--- src/rtl/console_pkg.sv ---
// rtl/console_pkg.sv - shared console register map, response codes and FSM states
package console_pkg;

  localparam logic [1:0] WSEL_DATA   = 2'd0;
  localparam logic [1:0] WSEL_STATUS = 2'd1;

  localparam logic [1:0] RESP_OKAY   = 2'b00;
  localparam logic [1:0] RESP_SLVERR = 2'b10;

  typedef enum logic {
    ST_IDLE = 1'b0,
    ST_RESP = 1'b1
  } state_e;

  // Bit 31 flags a valid byte so getchar can tell "no input" apart from a NUL byte.
  function automatic logic [31:0] data_word(input logic [7:0] b);
    return {1'b1, 23'b0, b};
  endfunction

endpackage

--- src/rtl/axi_console_rx_slave_if.sv ---
// rtl/axi_console_rx_slave_if.sv - AXI4 read-channel bundle (AR + R) for the console rx slave
interface axi_console_rx_slave_if #(
  parameter int ADDR_W = 32,
  parameter int ID_W   = 8
);
  logic              arvalid;
  logic              arready;
  logic [ADDR_W-1:0] araddr;
  logic [ID_W-1:0]   arid;
  logic [3:0]        arlen;
  logic              rvalid;
  logic              rready;
  logic [127:0]      rdata;
  logic [1:0]        rresp;
  logic              rlast;
  logic [ID_W-1:0]   rid;

  modport master (
    output arvalid, araddr, arid, arlen, rready,
    input  arready, rvalid, rdata, rresp, rlast, rid
  );

  modport slave (
    input  arvalid, araddr, arid, arlen, rready,
    output arready, rvalid, rdata, rresp, rlast, rid
  );
endinterface

--- src/rtl/console_sync_fifo.sv ---
// rtl/console_sync_fifo.sv - DEPTH x 8 synchronous byte FIFO with occupancy count
module console_sync_fifo #(
  parameter int  DEPTH = 16,
  localparam int PTR_W = $clog2(DEPTH),
  localparam int CNT_W = PTR_W + 1
) (
  input  logic             clk,
  input  logic             rst_b,
  input  logic             push_i,
  input  logic [7:0]       data_i,
  input  logic             pop_i,
  output logic [7:0]       data_o,
  output logic [CNT_W-1:0] count_o,
  output logic             full_o,
  output logic             empty_o
);
  logic [7:0]       mem_q [DEPTH];
  logic [PTR_W-1:0] wr_ptr_q, rd_ptr_q;
  logic [CNT_W-1:0] count_q;
  logic             push, pop;

  assign full_o  = (count_q == CNT_W'(DEPTH));
  assign empty_o = (count_q == '0);
  assign push    = push_i && !full_o;
  assign pop     = pop_i && !empty_o;
  assign data_o  = mem_q[rd_ptr_q];
  assign count_o = count_q;

  always_ff @(posedge clk) begin
    if (push) mem_q[wr_ptr_q] <= data_i;
  end

  // Power-of-two depth lets the pointers wrap by plain overflow.
  always_ff @(posedge clk or negedge rst_b) begin
    if (!rst_b) begin
      wr_ptr_q <= '0;
      rd_ptr_q <= '0;
      count_q  <= '0;
    end else begin
      if (push) wr_ptr_q <= wr_ptr_q + PTR_W'(1);
      if (pop)  rd_ptr_q <= rd_ptr_q + PTR_W'(1);
      case ({push, pop})
        2'b10:   count_q <= count_q + CNT_W'(1);
        2'b01:   count_q <= count_q - CNT_W'(1);
        default: count_q <= count_q;
      endcase
    end
  end
endmodule

--- src/rtl/axi_console_rx_slave.sv ---
// rtl/axi_console_rx_slave.sv - AXI4 128-bit read-only slave feeding host bytes to CPU getchar
module axi_console_rx_slave
  import console_pkg::*;
#(
  parameter int          ADDR_W    = 32,
  parameter int          ID_W      = 8,
  parameter int          DEPTH     = 16,
  parameter logic [31:0] BASE_ADDR = 32'h01ff_ffe0,
  localparam int         CNT_W     = $clog2(DEPTH) + 1
) (
  input  logic                  clk,
  input  logic                  rst_b,
  axi_console_rx_slave_if.slave axi,
  input  logic                  in_valid_i,
  output logic                  in_ready_o,
  input  logic [7:0]            in_data_i,
  output logic [CNT_W-1:0]      fifo_count_o
);
  state_e            state_q, state_d;
  logic              arready_q;
  logic [127:0]      rdata_q, rdata_d;
  logic [1:0]        rresp_q, rresp_d;
  logic [ID_W-1:0]   rid_q, rid_d;
  logic [3:0]        beats_q, beats_d;
  logic              ar_hs, r_hs, rvalid;
  logic [ADDR_W-1:0] off;
  logic              in_window;
  logic [1:0]        word_sel;
  logic [31:0]       word;
  logic              pop;
  logic [7:0]        fifo_rdata;
  logic              fifo_full, fifo_empty;

  console_sync_fifo #(.DEPTH(DEPTH)) u_fifo (
    .clk     (clk),
    .rst_b   (rst_b),
    .push_i  (in_valid_i),
    .data_i  (in_data_i),
    .pop_i   (pop),
    .data_o  (fifo_rdata),
    .count_o (fifo_count_o),
    .full_o  (fifo_full),
    .empty_o (fifo_empty)
  );

  assign off       = axi.araddr - ADDR_W'(BASE_ADDR);
  assign in_window = ((off >> 4) == '0);
  assign word_sel  = off[3:2];
  assign ar_hs     = axi.arvalid && arready_q;
  assign rvalid    = (state_q == ST_RESP);
  assign r_hs      = rvalid && axi.rready;

  assign axi.arready = arready_q;
  assign axi.rvalid  = rvalid;
  assign axi.rdata   = rdata_q;
  assign axi.rresp   = rresp_q;
  assign axi.rlast   = rvalid && (beats_q == 4'd0);
  assign axi.rid     = rid_q;
  assign in_ready_o  = !fifo_full;

  always_comb begin
    state_d = state_q;
    rdata_d = rdata_q;
    rresp_d = rresp_q;
    rid_d   = rid_q;
    beats_d = beats_q;
    pop     = 1'b0;
    word    = '0;
    if (in_window) begin
      case (word_sel)
        WSEL_DATA:   word = fifo_empty ? 32'h0 : data_word(fifo_rdata);
        WSEL_STATUS: word = {16'b0, 16'(fifo_count_o)};
        default:     word = '0;
      endcase
    end
    case (state_q)
      ST_IDLE: begin
        if (ar_hs) begin
          // The whole burst replays this captured word, so DATA pops only here.
          state_d = ST_RESP;
          rdata_d = '0;
          rdata_d[{word_sel, 5'd0} +: 32] = word;
          rresp_d = in_window ? RESP_OKAY : RESP_SLVERR;
          rid_d   = axi.arid;
          beats_d = axi.arlen;
          pop     = in_window && (word_sel == WSEL_DATA) && !fifo_empty;
        end
      end
      ST_RESP: begin
        if (r_hs) begin
          if (beats_q == 4'd0) state_d = ST_IDLE;
          else                 beats_d = beats_q - 4'd1;
        end
      end
      default: state_d = ST_IDLE;
    endcase
  end

  always_ff @(posedge clk or negedge rst_b) begin
    if (!rst_b) begin
      state_q   <= ST_IDLE;
      arready_q <= 1'b0;
      rdata_q   <= '0;
      rresp_q   <= RESP_OKAY;
      rid_q     <= '0;
      beats_q   <= '0;
    end else begin
      state_q   <= state_d;
      arready_q <= (state_d == ST_IDLE);
      rdata_q   <= rdata_d;
      rresp_q   <= rresp_d;
      rid_q     <= rid_d;
      beats_q   <= beats_d;
    end
  end
endmodule

--- src/flat_wrapper.sv ---
// flat-port wrapper written by rule: the top's interface ports become plain ports
module axi_console_rx_slave_flat import console_pkg::*;
#(
  parameter int          ADDR_W    = 32,
  parameter int          ID_W      = 8,
  parameter int          DEPTH     = 16,
  parameter logic [31:0] BASE_ADDR = 32'h01ff_ffe0,
  localparam int         CNT_W     = $clog2(DEPTH) + 1
)
  (clk, rst_b, in_valid_i, in_ready_o, in_data_i, fifo_count_o, axi_arvalid, axi_araddr, axi_arid, axi_arlen, axi_rready, axi_arready, axi_rvalid, axi_rdata, axi_rresp, axi_rlast, axi_rid);
  axi_console_rx_slave_if #(.ADDR_W(ADDR_W), .ID_W(ID_W)) axi_i ();
  input  logic clk;
  input  logic rst_b;
  input  logic in_valid_i;
  output logic in_ready_o;
  input  logic [7:0] in_data_i;
  output logic [CNT_W-1:0] fifo_count_o;
  input wire logic [$bits(axi_i.arvalid)-1:0] axi_arvalid;
  input wire logic [$bits(axi_i.araddr)-1:0] axi_araddr;
  input wire logic [$bits(axi_i.arid)-1:0] axi_arid;
  input wire logic [$bits(axi_i.arlen)-1:0] axi_arlen;
  input wire logic [$bits(axi_i.rready)-1:0] axi_rready;
  output wire logic [$bits(axi_i.arready)-1:0] axi_arready;
  output wire logic [$bits(axi_i.rvalid)-1:0] axi_rvalid;
  output wire logic [$bits(axi_i.rdata)-1:0] axi_rdata;
  output wire logic [$bits(axi_i.rresp)-1:0] axi_rresp;
  output wire logic [$bits(axi_i.rlast)-1:0] axi_rlast;
  output wire logic [$bits(axi_i.rid)-1:0] axi_rid;
  assign axi_i.arvalid = axi_arvalid;
  assign axi_i.araddr = axi_araddr;
  assign axi_i.arid = axi_arid;
  assign axi_i.arlen = axi_arlen;
  assign axi_i.rready = axi_rready;
  assign axi_arready = axi_i.arready;
  assign axi_rvalid = axi_i.rvalid;
  assign axi_rdata = axi_i.rdata;
  assign axi_rresp = axi_i.rresp;
  assign axi_rlast = axi_i.rlast;
  assign axi_rid = axi_i.rid;
  axi_console_rx_slave #(.ADDR_W(ADDR_W), .ID_W(ID_W), .DEPTH(DEPTH), .BASE_ADDR(BASE_ADDR)) u_core (.clk(clk), .rst_b(rst_b), .axi(axi_i), .in_valid_i(in_valid_i), .in_ready_o(in_ready_o), .in_data_i(in_data_i), .fifo_count_o(fifo_count_o));
endmodule
--- config.mk ---
export PLATFORM = sky130hd
export DESIGN_NAME = axi_console_rx_slave_flat
export DESIGN_NICKNAME = d
export VERILOG_FILES = /design/src/rtl/console_pkg.sv /design/src/rtl/axi_console_rx_slave_if.sv /design/src/rtl/console_sync_fifo.sv /design/src/rtl/axi_console_rx_slave.sv /design/src/flat_wrapper.sv
export SDC_FILE = /design/constraint.sdc
export NUM_CORES = 1
export LEC_CHECK = 0
export BUFFER_PORTS_ARGS = -buffer_cell sky130_fd_sc_hd__buf_4
export CORE_MARGIN = 2
export CORE_UTILIZATION = 59
export DETAILED_ROUTE_END_ITERATION = 12
export GPL_ROUTABILITY_DRIVEN = 0
export PLACE_DENSITY_LB_ADDON = 0.05
export SYNTH_ARGS = -nofsm -noshare
export SYNTH_HDL_FRONTEND = slang
export SYNTH_SLANG_ARGS = --single-unit
--- constraint.sdc ---
create_clock -name clk -period 7.5 [get_ports clk]
set_input_delay 0.75 -clock clk [delete_from_list [all_inputs] [get_ports clk]]
set_output_delay 0.75 -clock clk [all_outputs]
set_load 0.005 [all_outputs]
==> results.sh <==
export IMPL_status="complete, no violations"
export IMPL_worst_endpoint_arrival_ns=4.51
export IMPL_hold_violations=0
export IMPL_dr_pass1_iters=6
export IMPL_cp_start_kind="primary input"
export IMPL_hold_class="in -> async"
export IMPL_synth_common_cells="edfxtp_1, buf_4, nand2_1"
export IMPL_detail_route_antenna_nets=0
export IMPL_path_clk_slew_ns=0.07
export IMPL_setup_viol=0
export IMPL_period_share_pct=55.37
export IMPL_clock_sinks=192
export IMPL_yosysSeqAreaShare_pct=59.92
export IMPL_io_buffers=108
export IMPL_globalRouteOverflowTotal=0
export IMPL_setup_tns_ns=0
export IMPL_clock_fmax_mhz=240.8
export IMPL_relSlewSlack_pct=41.20
export IMPL_root_buffer="clkbuf_16"
export IMPL_synth_top_area_share_pct=42.30
export IMPL_fp_row_count=45
export IMPL_slew_violations=0
export IMPL_required_ns=7.86
export IMPL_cp_max_fo=7
export IMPL_htree_levels=4
export IMPL_fill_cells=1058
export IMPL_clk_latency_ns=0.43
export IMPL_grt_max_degree=65
export IMPL_avgSynthCellArea_um2=13.56
export IMPL_die_area_um2=16410
export IMPL_pin_count=204
export IMPL_power_leakage_nw=4.120
export IMPL_synth_edf_count=128
export IMPL_finish_net_count=849
export IMPL_clockPowerShare_pct=33.1
export IMPL_skew_ns=0.01311
export IMPL_fin_util_pct=67.96
export IMPL_grt_pass1_vias=5115
export IMPL_drt_iter0_markers=499
export IMPL_synth_cell_types=65
export IMPL_placed_cell_area_um2=9707
export IMPL_drive_gt1_share_pct=25.63
export IMPL_multi_input_area_um2=3082
export IMPL_synth_ff_type="edfxtp_1"
export IMPL_fin_area_um2=10290
export IMPL_worstSetupPathType="in -> reg"
export IMPL_async_flop_share_pct=33.33
export IMPL_cts_repair_resized=0
export IMPL_ir_worst_vdd_v=0.0002062
export IMPL_syn_cell_area_um2=9087
export IMPL_max_cap_violations=0
export IMPL_via_count=5404
export IMPL_die_y_um=128.1
export IMPL_internal_power_mw=1.946
export IMPL_grt_setup_unrepaired="no"
export IMPL_wl_per_cell_um=18.51
export IMPL_post_cts_buffers=0
export IMPL_cts_tree="yes"
export IMPL_wl_um=18070
export IMPL_power_per_cell_area_nw_per_um2=261.2
export IMPL_grt_pass1_wl_um=27820
export IMPL_syn_instance_count=670
export IMPL_start_util_pct=60.00
export IMPL_crit_path_end_kind="register"
export IMPL_via_per_inst=5.537
export IMPL_worst_pin_slew_ns=0.8820
export IMPL_synth_area_top_cells="edfxtp_1, dfrtp_1, mux4_2"
export IMPL_grt_usage_pct=22.44
export IMPL_synth_top_area_cell="edfxtp_1"
export IMPL_drcViolationCount=0
export IMPL_swShare_pct=27.61
export IMPL_core_um2=15150
export IMPL_antenna_diode_count=0
export IMPL_die_x_um=128.1
export IMPL_area_delta_synth_final_pct=13.26
export IMPL_seq_power_share_pct=50.5
export IMPL_cts_made_buffers=17
export IMPL_yosys_warnings=0
export IMPL_finalCriticalPeriod_ns=4.153
export IMPL_antenna_found_initial=0
export IMPL_cts_buffer_depth=2
export IMPL_register_area_um2=5448
export IMPL_synth_most_common_cell="edfxtp_1"
export IMPL_ys_seq_elements=192
export IMPL_finalPower_mw=2.688
export IMPL_dpl_hpwl_um=12830
export IMPL_pwr_share_comb_pct=16.4
export IMPL_power_switching_uw=742.3
export IMPL_cts_hold_buf=0
## area by class of cell
cell class,instances,area share [%]
inverters,23,0.8388
clock inverters,14,1.520
clock buffers,18,4.170
well taps,188,2.285
repair buffers,114,8.315
multi-input cells,427,29.94
flip-flops and latches,192,52.93
## layout by cell type, fill, tap and decap left out, types with 12 or more instances in the layout
master     instances
nor3_1            12
buf_4            114
edfxtp_1         128
mux4_2            40
clkbuf_16         17
nor2_1            30
conb_1            93
nand3_1           12
o31ai_1           18
nand2_1           82
dfrtp_1           62
inv_1             22
ha_1              16
and2_1            15
## cell families (layout without fill, tap and decap cells)
| group | Yosys count | after routing | synth area share (%) |
|---|---|---|---|
| buffers and inverters | 143 | 169 | 9.968 |
| adders and majority gates | 17 | 17 | 2.423 |
| muxes | 45 | 45 | 10.53 |
| and+or+nand+nor | 186 | 186 | 9.982 |
| xor gates and xnor gates | 14 | 14 | 1.349 |
| DFF | 192 | 192 | 59.92 |
| other | 1 | 93 | 0.04127 |
| AOI/OAI and AO/OA | 72 | 72 | 5.783 |
## layer usage
layer  GRT usage, %  wire, um  up-vias
met2          36.84      8946      227
li1               -         -     2478
met4          5.107       138        0
met5              0         0        -
met1          31.29      7811     2679
met3          4.925      1172       20
## stage by stage
stage	cells	hold WS, ns	setup WS (ns)
3_3_place_gp	944	0.4594	2.934
6_report	976	0.4146	3.347
2_1_floorplan	762	0.4544	3.429
3_5_place_dp	944	0.4714	2.886
5_1_grt	976	0.4739	3.073
4_1_cts	976	0.4403	3.336
## worst paths after layout
check,startpoint,slack (ns),cells past startpoint,end
hold / removal,rst_b,0.41,1,u_core.u_fifo.count_o[1]
min in group clk,u_core.axi.rid[6],0.48,2,u_core.axi.rid[6]
setup reg to reg,u_core.axi.rvalid,3.47,17,u_core.u_fifo.count_o[4]
max in group asynchronous,rst_b,6.47,1,u_core.u_fifo.rd_ptr_q[0]
hold reg to reg,u_core.axi.rid[6],0.48,2,u_core.axi.rid[6]
setup / recovery,axi_araddr[5],3.35,18,u_core.u_fifo.count_o[4]
## critical path, stage by stage
cell and delay [ns]:
buf_4 0.12, ha_1 0.28, or4b_1 0.52, a2111oi_2 0.22, nand3_1 0.13, a2111oi_2 0.31
nand4_1 0.27, or2_1 0.44, inv_2 0.09, ha_1 0.22, inv_1 0.10, fa_1 0.41
inv_1 0.07, a21o_1 0.10, a21oi_1 0.07, xnor2_1 0.12, nor2_1 0.14, xor2_1 0.15
## sequential cells by signal (all words and copies together), names as in the netlist
name and flops:
u_core.axi.rdata 36, u_core.axi.rresp 1, u_core.beats_q 4, u_core.u_fifo.wr_ptr_q 4
u_core.u_fifo.count_o 5, u_core.axi.rid 8, u_core.u_fifo.rd_ptr_q 4, u_core.axi.rvalid 1
u_core.u_fifo.mem_q 128, u_core.axi.arready 1
## power groups by stage
stage	clock network (mW)	registers, mW	logic (mW)
detailed placement	0	1.38	0.444
CTS	0.906	1.36	0.446
global placement	0	1.37	0.425
finish	0.890	1.36	0.442
floorplan	0	1.34	0.305
global route	0.946	1.37	0.496
No activity file was read; power rests on OpenSTA's default activity.
